`src/rtl/cr_pipe_hs_if.sv`:
```
// Valid/ready/data stream bundle used on both sides of cr_pipe_hs.
// The master drives Valid and Data, and the slave drives Ready.
interface cr_pipe_hs_if #(
  parameter int unsigned pWidth = 10
) ();
  logic              Valid;
  logic              Ready;
  logic [pWidth-1:0] Data;

  modport master (output Valid, output Data, input Ready);
  modport slave  (input Valid, input Data, output Ready);
endinterface

```
`src/rtl/cr_pipe_hs.sv`:
```
// Elastic pipeline: a chain of two-entry skid buffers carrying data forward and ready backward.
// S.Ready is registered in every stage, so no combinational path runs from M.Ready to S.Ready.
module cr_pipe_hs #(
  parameter int unsigned pWidth  = 10,
  parameter int unsigned pStages = 2,
  parameter int unsigned pCntW   = 4
) (
  input  logic             Clk,
  input  logic             Rst_n,
  cr_pipe_hs_if.slave      S,
  cr_pipe_hs_if.master     M,
  output logic [pCntW-1:0] Count
);

  if (pStages == 0) begin : g_pass
    assign M.Valid = S.Valid;
    assign M.Data  = S.Data;
    assign S.Ready = M.Ready;
    assign Count   = '0;
  end else begin : g_pipe
    localparam logic [pCntW-1:0] CntOne = pCntW'(1);

    // Index k is the input side of stage k; index pStages is the M side.
    logic              vld [pStages+1];
    logic              rdy [pStages+1];
    logic [pWidth-1:0] dat [pStages+1];

    assign vld[0]       = S.Valid;
    assign dat[0]       = S.Data;
    assign S.Ready      = rdy[0];
    assign rdy[pStages] = M.Ready;
    assign M.Valid      = vld[pStages];
    assign M.Data       = dat[pStages];

    for (genvar k = 0; k < pStages; k++) begin : g_stage
      logic              main_v_q, main_v_d;
      logic              skid_v_q, skid_v_d;
      logic              rdy_q, rdy_d;
      logic [pWidth-1:0] main_dat_q, main_dat_d;
      logic [pWidth-1:0] skid_dat_q, skid_dat_d;
      logic              acc, pop;

      assign acc = vld[k] & rdy_q;
      assign pop = main_v_q & rdy[k+1];

      always_comb begin
        main_v_d   = main_v_q;
        main_dat_d = main_dat_q;
        skid_v_d   = skid_v_q;
        skid_dat_d = skid_dat_q;
        if (!main_v_q || pop) begin
          // rdy_q is low whenever skid is occupied, so acc cannot coincide with a skid refill.
          if (skid_v_q) begin
            main_v_d   = 1'b1;
            main_dat_d = skid_dat_q;
            skid_v_d   = 1'b0;
          end else if (acc) begin
            main_v_d   = 1'b1;
            main_dat_d = dat[k];
          end else begin
            main_v_d   = 1'b0;
          end
        end else if (acc) begin
          skid_v_d   = 1'b1;
          skid_dat_d = dat[k];
        end
        rdy_d = !skid_v_d;
      end

      always_ff @(posedge Clk or negedge Rst_n) begin
        if (!Rst_n) begin
          main_v_q   <= 1'b0;
          skid_v_q   <= 1'b0;
          rdy_q      <= 1'b0;
          main_dat_q <= '0;
          skid_dat_q <= '0;
        end else begin
          main_v_q   <= main_v_d;
          skid_v_q   <= skid_v_d;
          rdy_q      <= rdy_d;
          main_dat_q <= main_dat_d;
          skid_dat_q <= skid_dat_d;
        end
      end

      assign rdy[k]   = rdy_q;
      assign vld[k+1] = main_v_q;
      assign dat[k+1] = main_dat_q;
    end

    logic             s_xfer, m_xfer;
    logic [pCntW-1:0] count_q, count_d;

    assign s_xfer = vld[0] & rdy[0];
    assign m_xfer = vld[pStages] & rdy[pStages];

    always_comb begin
      count_d = count_q;
      if (s_xfer && !m_xfer) begin
        count_d = count_q + CntOne;
      end else if (!s_xfer && m_xfer) begin
        count_d = count_q - CntOne;
      end
    end

    always_ff @(posedge Clk or negedge Rst_n) begin
      if (!Rst_n) begin
        count_q <= '0;
      end else begin
        count_q <= count_d;
      end
    end

    assign Count = count_q;
  end

endmodule

```
`src/flat_wrapper.sv`:
```
// flat-port wrapper written by rule: the top's interface ports become plain ports
module cr_pipe_hs_flat 
#(
  parameter int unsigned pWidth  = 10,
  parameter int unsigned pStages = 2,
  parameter int unsigned pCntW   = 4
)
  (Clk, Rst_n, Count, S_Valid, S_Data, S_Ready, M_Valid, M_Data, M_Ready);
  cr_pipe_hs_if #(.pWidth(pWidth)) S_i ();
  cr_pipe_hs_if #(.pWidth(pWidth)) M_i ();
  input  logic Clk;
  input  logic Rst_n;
  output logic [pCntW-1:0] Count;
  input wire logic [$bits(S_i.Valid)-1:0] S_Valid;
  input wire logic [$bits(S_i.Data)-1:0] S_Data;
  output wire logic [$bits(S_i.Ready)-1:0] S_Ready;
  output wire logic [$bits(M_i.Valid)-1:0] M_Valid;
  output wire logic [$bits(M_i.Data)-1:0] M_Data;
  input wire logic [$bits(M_i.Ready)-1:0] M_Ready;
  assign S_i.Valid = S_Valid;
  assign S_i.Data = S_Data;
  assign S_Ready = S_i.Ready;
  assign M_Valid = M_i.Valid;
  assign M_Data = M_i.Data;
  assign M_i.Ready = M_Ready;
  cr_pipe_hs #(.pWidth(pWidth), .pStages(pStages), .pCntW(pCntW)) u_core (.Clk(Clk), .Rst_n(Rst_n), .S(S_i), .M(M_i), .Count(Count));
endmodule
```
`config.mk`:
```
export PLATFORM = sky130hd
export DESIGN_NAME = cr_pipe_hs_flat
export DESIGN_NICKNAME = d
export VERILOG_FILES = /design/src/rtl/cr_pipe_hs_if.sv /design/src/rtl/cr_pipe_hs.sv /design/src/flat_wrapper.sv
export SDC_FILE = /design/constraint.sdc
export NUM_CORES = 1
export LEC_CHECK = 0
export BUFFER_PORTS_ARGS = -buffer_cell sky130_fd_sc_hd__buf_2
export CAP_MARGIN = 20
export CORE_AREA = 5 5 88 90
export DETAILED_ROUTE_END_ITERATION = 8
export DIE_AREA = 0 0 93 95
export HOLD_SLACK_MARGIN = 0.05
export PLACE_DENSITY = 0.62
export SLEW_MARGIN = 20
export SYNTH_ARGS = -nofsm -noshare
export SYNTH_HDL_FRONTEND = slang
export SYNTH_SLANG_ARGS = --single-unit
```
`constraint.sdc`:
```
create_clock -name Clk -period 2.85 [get_ports Clk]
set_clock_uncertainty 0.2 [all_clocks]
set_input_delay 0.4275 -clock Clk [delete_from_list [all_inputs] [get_ports Clk]]
set_output_delay 0.4275 -clock Clk [all_outputs]
set_load 0.03 [all_outputs]
```
==> impl.org, run 1 <==
** Run status
- The flow ran to the end, and the final reports show no timing, DRC or antenna violations.

** Worst setup path
- Buffering stage count on the worst path with inverters included :: 1
- Critical-path top delay cell :: or4_1
- STA classifies the critical path startpoint as a register.
- Arr. time, crit path :: 2.32 ns
- Worst-path maximum fanout :: 6
- Walking the worst path, the cells encountered are and2_1 -> ha_1 -> inv_1 -> ha_1 -> or4_1 -> o211ai_1 -> o211ai_1.
- The endpoint identified for the worst register-to-register timing path is u_core.Count[3]$_DFFE_PN0P_.
- STA classifies the critical path endpoint as a register.
- For the worst setup path, the data required time is 2.84 ns.
- Max stage delay on crit path :: 0.48 ns
- Setup slack, reg-to-reg :: 0.52 ns
- The critical path starts at u_core.S.Ready$_DFF_PN0_.
- The setup path with the least slack is of type reg -> reg.
- The worst register-to-register path begins at u_core.S.Ready$_DFF_PN0_.
- Grouping stages by cell kind, the critical path spends the most delay in simple AND/OR/NAND/NOR gates.
- Reg2Reg Depth :: 7

** GRT
- met2 is the most crowded layer.
- The number of antenna violations at the first check in global routing was 0.
- Total gr overflow :: 0
- GR Util met2 :: 16.3%
- The number of global-route vias before repair is 1361.
- For met3 alone, demand over resource in global routing was 2.79%.
- Total routing resource utilization after global routing :: 9.98%
- Pin count of the biggest net entering global routing :: 28
- Global-route wire length before repair :: 6840 um
- Global routing consumed, on the met1 layer, 12.9% of the routing resources.

** Worst hold path
- For hold timing, the worst endpoint is u_core.g_pipe.g_stage[0].skid_dat_q[9]$_DFFE_PN0P_.
- Startpoint of the lowest-slack hold path :: S_Data[9]
- Counting instances, the worst hold path has a depth of 2.
- Type of the most critical hold path :: in -> reg

** Finish
- Commonest non-fill, non-tap cells in the layout :: mux2_2, dfrtp_1, buf_2
- The final layout contains 207 nets.
- In the final layout, the share of cells above drive strength 1 is 55.6%.
- Total non-filler cell area in the finished layout :: 2630 um2
- Commonest non-fill, non-tap cell in the layout :: mux2_2
- Area delta synth->final :: 16.4%
- The number of antenna diodes in the final layout is 0.
- Post-route non-filler standard cell count :: 271
- Number of fill cells in the layout :: between 600 and 700

** Pwr
- Leakage component of the power :: 0.00115 uW
- Max IR drop VDD :: roughly 0.00060 V
- Power density over the cells :: 1080 nW/um2

** Timing
- Time the worst path needs with I/O delays and setup :: between 2 and 2.5 ns
- At the pin with the least slew margin, the transition time is 0.573 ns.
- Max-slew violation count :: 0
- For the final routed database, the setup TNS stands at 0 ns.
- Period utilisation layout :: 81.8%
- Measured against its own limit, the worst slew margin works out to 61.8%.
- Final setup viols :: 0
- Static timing analysis puts the maximum clock frequency at 429 MHz.
- The number of failing hold endpoints at the final stage is 0.
- Unrepaired setup endpoints after global routing :: false

** CTS
- Number of buffers inserted by post-CTS setup repair :: 0
- Clock Pin Slew Worst Setup and Hold Paths :: ~0.090 ns
- Maximum clock insertion buffer count :: 2
- Total CTS buffers :: 5
- The clock reaches the later pin of the worst-skew pair after 0.30 ns.
- Clock tree synthesis found a total of 50 sinks.
- TritonCTS clock tree :: yes
- H-tree depth reported by CTS :: 2
- Root Buffer Master :: clkbuf_8

** Floorplan
- Die Outline Area :: about 8800 um2
- Placeable Area :: 6980 um2
- Cell Rows :: 31
- The die is around 93 um wide.
- I/O pin count :: 30
- From bottom edge to top edge, the die measures around 95 um.
- Initial standard-cell utilization of the core :: about a third

** Logic synthesis
- Post-Syn Instances :: 154
- The share of the Yosys chip area taken by registers is 55.3%.
- When the netlist entered floorplanning its net count stood at 172.
- After synthesis the netlist holds a flip-flop and latch count of 50.
- Synthesized area :: between 2000 and 2500 um2
- Netlist cell types :: 27
- Yosys printed 0 warnings.
- A synthesized cell averages 14.7 um2.

** Placement
- Placement-stage cell area :: approximately 2500 um2
- Counting tap cells, the placed design contains a total of 263 instances.
- At the end of routability-driven placement, the weighted congestion stood at between 0.8 and 0.9.
- After legalization and detailed placement, the total HPWL measured around 2900 um.
- Number of buffer cells added on primary ports :: 29

** Detailed routing
- After detailed routing, the total wire length is 3850 um.
- After the first detailed-routing iteration, the DRC count stood at 35.
- For this block, the via count after detailed routing is approximately 1300.
- After detailed routing, the number of vias per cell comes to 4.77.
- Wirelength per Cell :: 14.2 um
- Before antenna repair, the detailed router went through 3 iterations.
- In the routed design, unresolved DRC markers number 0.
- The detail route stage leaves a number of antenna-violating nets equal to 0.

** Job
- Max-capacitance violation count :: 0
-- flip-flops by register name (all words and copies together) (netlist names) --
register and cells:
u_core.Count 4, u_core.g_pipe.g_stage.main_v_q 1, u_core.g_pipe.g_stage.skid_dat_q 20, u_core.g_pipe.g_stage.rdy_q 1
u_core.g_pipe.g_stage.skid_v_q 2, u_core.M.Data 10, u_core.g_pipe.g_stage.main_dat_q 10, u_core.M.Valid 1
u_core.S.Ready 1
-- cell families after synthesis --
family                   after synthesis  synth area share, %
AO/OA/AOI/OAI                          9                 2.66
XOR/XNOR                               2                0.775
adder cells (fa/ha/maj)                4                 2.55
buffers and inverters                  6                 1.11
flip-flops                            50                 55.3
multiplexers                          62                 30.8
AND/OR/NAND/NOR                       21                 6.75
-- cell usage after synthesis (all sizes together) --
master | number | share of area, %
mux2 | 61 | 30
dfrtp | 50 | 55
nand2 | 6 | 1.3
a21oi | 4 | 1.1
ha | 3 | 1.7
inv | 3 | 0.50
nand3 | 3 | 0.89
buf | 2 | 0.44
nand2b | 2 | 0.55
nor2 | 2 | 1.0
nor2b | 2 | 1.2
o211ai | 2 | 0.66
o21ai | 2 | 0.44
xnor2 | 2 | 0.77
a2111o | 1 | 0.50
and2 | 1 | 0.28
clkbuf | 1 | 0.17
fa | 1 | 0.89
mux2i | 1 | 0.44
nand3b | 1 | 0.33
nor3 | 1 | 0.22
or2b | 1 | 0.33
or3 | 1 | 0.28
or4 | 1 | 0.33
-- worst max-delay path by stage --
stage                             endpoint  slack [ns]  cells after the start
5_1_grt        u_core.Count[3]$_DFFE_PN0P_        0.41                      7
2_1_floorplan  u_core.Count[3]$_DFFE_PN0P_        0.45                      7
6_report       u_core.Count[3]$_DFFE_PN0P_        0.52                      7
4_1_cts        u_core.Count[3]$_DFFE_PN0P_        0.53                      7
3_3_place_gp   u_core.Count[3]$_DFFE_PN0P_        0.42                      8
3_5_place_dp   u_core.Count[3]$_DFFE_PN0P_        0.38                      8
-- timing repair --
action	CTS	global route
hold buffers	1	0
resized for setup	0	0
endpoints found under the hold margin	23	0
-- power by group --
part | leakage (uW) | switching (uW) | internal [uW] | total, uW
sequential | 0.000589 | 208 | 1030 | 1240
clock | 0.0000542 | 232 | 258 | 491
combinational | 0.000508 | 552 | 564 | 1120
total | 0.00115 | 992 | 1850 | 2850
-- layer usage --
| layer | routed length (um) | vias to the layer above |
|---|---|---|
| met3 | 162 | 3 |
| met5 | 0 | - |
| li1 | - | 625 |
| met1 | 1780 | 640 |
| met2 | 1880 | 26 |
| met4 | 30 | 0 |
-- stage by stage --
stage,setup slack (ns),total power [uW],hold slack [ns],utilization [%]
CTS,0.525,2900,0.150,37.7
floorplan,0.450,2100,-0.0681,-
global route,0.405,3060,0.158,37.7
global placement,0.424,2360,0.257,36.0
finish,0.520,2850,0.165,37.7
detailed placement,0.376,2400,0.262,36.0
-- cell type report --
class | instances | area [um2] | area share (%)
Clock inverter | 2 | 38.8 | 1.47
Tap cell | 82 | 103 | 3.90
Timing Repair Buffer | 31 | 175 | 6.65
Inverter | 3 | 11.3 | 0.428
Multi-Input combinational cell | 98 | 985 | 37.4
Sequential cell | 50 | 1250 | 47.5
Clock buffer | 5 | 68.8 | 2.61
(Power assumes the default switching activity.)
==> run 2: changes to the inputs <==
--- a/config.mk
+++ b/config.mk
@@ -5,6 +5,7 @@
 export SDC_FILE = /design/constraint.sdc
 export NUM_CORES = 1
 export LEC_CHECK = 0
+export ABC_AREA = 1
 export BUFFER_PORTS_ARGS = -buffer_cell sky130_fd_sc_hd__buf_2
 export CAP_MARGIN = 20
 export CORE_AREA = 5 5 88 90
==> constraint.sdc (replaced) <==
create_clock -name Clk -period 2.25 [get_ports Clk]
set_clock_uncertainty 0.2 [all_clocks]
set_input_delay 0.3375 -clock Clk [delete_from_list [all_inputs] [get_ports Clk]]
set_output_delay 0.3375 -clock Clk [all_outputs]
set_load 0.03 [all_outputs]
==> run 2 against run 1 <==
  * Register-to-register slack worse by 0.23 ns
  * First-iteration DRC count rose by 54%
  * Setup slack got worse by 0.23 ns
  * Sequential cell count is the same
  * Utilization fell by 0.95 points
  * Critical path depth grew 3
  * Worst hold slack got worse by 0.065 ns
  * Total power up 17%
  * Area after synthesis is 0.66% higher
  * Synthesized cell count increased by 74%
  * Critical path type unchanged
  * Fmax up 19%
==> impl.org, run 2 <==
** Worst setup path
- The cell depth of the worst flop-to-flop path was 10 (+3).
- Worst-path maximum fanout :: 4 (-2)
- Capture instance of the worst register-to-register path :: u_core.Count[3]$_DFFE_PN0P_
- The worst setup slack for register-to-register paths came to 0.29 ns (-0.23 ns).
- Startpoint types :: register
- Arr. time, crit path :: 1.95 ns (-0.37 ns)
- The worst setup path is captured at a register.
- Beginning of the worst register-to-register path :: u_core.S.Ready$_DFF_PN0_
- Type of the setup path with the least slack :: reg -> reg
- The required time reported for the critical path endpoint is 2.24 ns (-0.60 ns).

** CTS
- Total CTS buffers :: 5 (unchanged)
- Count of instances resized after the clock tree is built :: 0 (unchanged)
- Count of hold buffers inserted by post-cts repair :: 1 (unchanged)
- Root Buffer Master :: clkbuf_8
- Number of buffers inserted by post-CTS setup repair :: 0 (unchanged)
- TritonCTS built the clock tree.
- H-tree depth reported by CTS :: 2 (unchanged)
- The clock slew seen by the registers of the worst setup and hold paths came to 0.09 ns (about the same).
- Worst skew pair latency :: 0.30 ns (about the same)
- The TritonCTS sink count is 50 (unchanged).
- Maximum clock insertion buffer count :: 2 (unchanged)

** Timing
- Final setup viols :: 0 (unchanged)
- Max-slew violation count :: 0 (unchanged)
- Final TNS setup :: 0 ns (unchanged)
- Least-Margin Pin Slew :: 0.598 ns (+0.0246 ns)
- Unrepaired setup endpoints after global routing :: false
- The maximum clock frequency was 511 MHz (+19%).
- The time the final worst path needs with I/O delays and setup came to 1.96 ns (-0.374 ns).
- Period utilisation layout :: 86.9% (+5.2 points)
- Hold Fails Final Rpt :: 0 (unchanged)
- The worst slew slack as a fraction of its limit is 60.1% (-1.7 points).

** GRT
- The leftover overflow at the end of global routing was 0 (unchanged).
- The maximum number of pins on one net before global-route repair is 32 (+14%).
- Global-route wire length before repair :: 7580 um (+11%)
- Number of antenna violations at the first check in global routing :: 0 (unchanged)
- The number of global-route vias before repair is 1665 (+22%).
- Total routing resource utilization after global routing :: 10.7% (+0.69 points)

** Detailed routing
- The DRC violation total after the first TritonRoute iteration came to 54 (+54%).
- Antenna violation net count after detailed routing :: 0 (unchanged)
- Number of vias per cell after detailed routing :: 4.41 (-7.6%)
- TritonRoute pass-1 iters :: 4 (+1)
- The total via count after detailed routing is 1667 (+29%).
- The routed length per instance is 10.8 um (-24%).
- Detailed-route DRC error count :: 0 (unchanged)
- The routed wire length came to 4080 um (+6.2%).

** Worst hold path
- WHS Path Cells :: 3 (+1)
- For hold timing, the worst endpoint is u_core.g_pipe.g_stage[0].skid_dat_q[5]$_DFFE_PN0P_.
- In this run the worst hold path is classified as in -> reg.
- The worst hold path begins at S_Data[5].

** Finish
- The number of inserted diodes came to 0 (unchanged).
- From synthesis to final layout, the design area changed by 12.8%.
- Fraction of final layout cells with drive strength greater than 1 :: 18.6% (-37 points)
- Flip-flop count of the largest register after layout :: 20 (unchanged)
- Commonest non-fill, non-tap cells in the layout :: nand2_1, dfrtp_1, inv_1
- Commonest non-fill, non-tap cell in the layout :: nand2_1
- The register with the most flip-flops in the final layout is u_core.g_pipe.g_stage.skid_dat_q.
- The number of fill cells came to 728 (+8.2%).
- The summed area of non-filler cells in the final layout was 2570 um2 (-2.5%).
- The number of standard cells in the final layout excluding fillers is 378 (+39%).
- Number of nets in the finished design :: 314 (+52%)

** Logic synthesis
- Netlist cell types :: 20 (-26%)
- Async SR Flop Fraction :: 100% (unchanged)
- The area share of the largest cell type after synthesis was 55.0% (-0.37 points).
- Dominant cell by count in the synthesized netlist :: nand2_1
- Number of enable-type register cells in the synthesized netlist :: 0 (unchanged)
- The sequential element share of the synthesized area is 55.0% (-0.37 points).
- Warnings, synthesis :: 0 (unchanged)
- Summed over all instances, the cell type with the most area after synthesis is dfrtp_1.
- Among all flip-flop cells after synthesis, the most frequent one is dfrtp_1.
- The number of instances in the synthesized netlist came to 268 (+74%).
- The mean instance size in the synthesized netlist came to 8.49 um2 (-42%).
- Counting instances in the post-synthesis netlist gives the leading cell types as nand2_1, dfrtp_1, inv_1, o21ai_0, o21ai_1.
- Nets in the synthesized netlist :: 286 (+66%)
- The post-synthesis instance area came to 2280 um2 (+0.66%).
- Total of flip-flops plus latches after synthesis :: 50 (unchanged)
- Biggest area contributors in the synthesized netlist :: dfrtp_1, nand2_1, inv_1

** Job
- The count of max-cap constraint violations came to 0 (unchanged).

** Floorplan
- Placeable Area :: 6980 um2 (unchanged)
- Die Outline Area :: 8840 um2 (unchanged)
- The number of standard-cell rows in the floorplan is 31 (unchanged).
- The height of the chip came to 95 um (unchanged).
- The initial standard-cell utilization of the core is 32.6% (+0.22 points).
- The I/O pin count was 30 (unchanged).
- X dimension of the die :: 93 um (unchanged)

** Placement
- The count of input and output buffers is 29 (unchanged).
- The number of cells after detailed placement came to 370 (+41%).
- HPWL after detailed placement :: 3030 um (+5.6%)
- Final weighted congestion in routability-driven placement :: 0.723 (-11%)
- The area of placed instances was 2480 um2 (-1.4%).

** Pwr
- The power density of the placed cells was 1300 nW/um2 (+20%).
- The worst-case vdd ir drop was 0.000313 V (-48%).
- Leakage component of the power :: 0.00133 uW (+16%)

** Run status
- Run status :: finished clean
## run 2: cell count changes after synthesis, sizes merged, moves of 3 or more
cell | before | now
a21oi | 4 | 1
buf | 2 | 9
inv | 3 | 35
mux2 | 61 | 0
nand2 | 6 | 107
o21ai | 2 | 51
## run 2: kinds of logic (layout without fill, tap and decap cells)
group,count (synthesis),count (layout),share of synthesized area (%)
simple gates,114,114,19.7
compound gates,52,52,13.1
flops,50,50,55.0
buf+inv,46,74,8.91
fa+ha+maj,4,4,2.53
xor+xnor,2,2,0.770
## run 2: layout make-up
| class | instances | area [um2] | area share, % |
|---|---|---|---|
| inverter | 35 | 131 | 5.12 |
| tap | 82 | 103 | 4.00 |
| multi-input combinational | 172 | 822 | 32.0 |
| sequential | 50 | 1250 | 48.8 |
| timing repair buffer | 32 | 183 | 7.12 |
| clock buffer | 7 | 76.3 | 2.97 |
## run 2: through the flow
stage               setup slack [ns]  hold slack (ns)  total power (uW)  util (%)
finish                         0.294           0.0996              3330      36.8
global route                   0.164           0.0926              3650      36.8
CTS                            0.275           0.0954              3390      36.8
detailed placement             0.203            0.132              2890      35.5
global placement               0.267            0.129              2820      35.5
floorplan                      0.230           -0.158              2550         -
## run 2: where the power goes
| part | switching [uW] | total [uW] | internal [uW] |
|---|---|---|---|
| Clock | 269 | 484 | 215 |
| Sequential | 233 | 1500 | 1270 |
| Combinational | 883 | 1350 | 462 |
| Total | 1390 | 3330 | 1940 |
## run 2: how the worst max path moves through the flow
| stage | startpoint | endpoint | depth (start not counted) | slack [ns] |
|---|---|---|---|---|
| finish | u_core.S.Ready$_DFF_PN0_ | u_core.Count[3]$_DFFE_PN0P_ | 10 | 0.29 |
| global route | u_core.S.Ready$_DFF_PN0_ | u_core.Count[3]$_DFFE_PN0P_ | 10 | 0.16 |
| CTS | u_core.S.Ready$_DFF_PN0_ | u_core.Count[3]$_DFFE_PN0P_ | 10 | 0.27 |
| detailed placement | S_Valid | u_core.Count[3]$_DFFE_PN0P_ | 11 | 0.20 |
| global placement | S_Valid | u_core.Count[3]$_DFFE_PN0P_ | 11 | 0.27 |
| floorplan | u_core.S.Ready$_DFF_PN0_ | u_core.Count[3]$_DFFE_PN0P_ | 10 | 0.23 |
## run 2: worst max-delay path, cell delays in order, from the launching register on
cell and delay, ns:
dfrtp_1 0.38, nand2_1 0.07, inv_1 0.06, ha_1 0.20, inv_1 0.14, ha_1 0.30, or2_2 0.29, nand2_1 0.07
nand2_1 0.05, nand3_1 0.07, nand2_1 0.05
## run 2: layer usage
metal	vias up	global-route usage, %	share of wire [%]
met4	0	3.66	0.93
met3	4	3.03	5.3
li1	874	-	-
met2	30	17.2	46
met1	759	13.8	48
met5	-	0	0
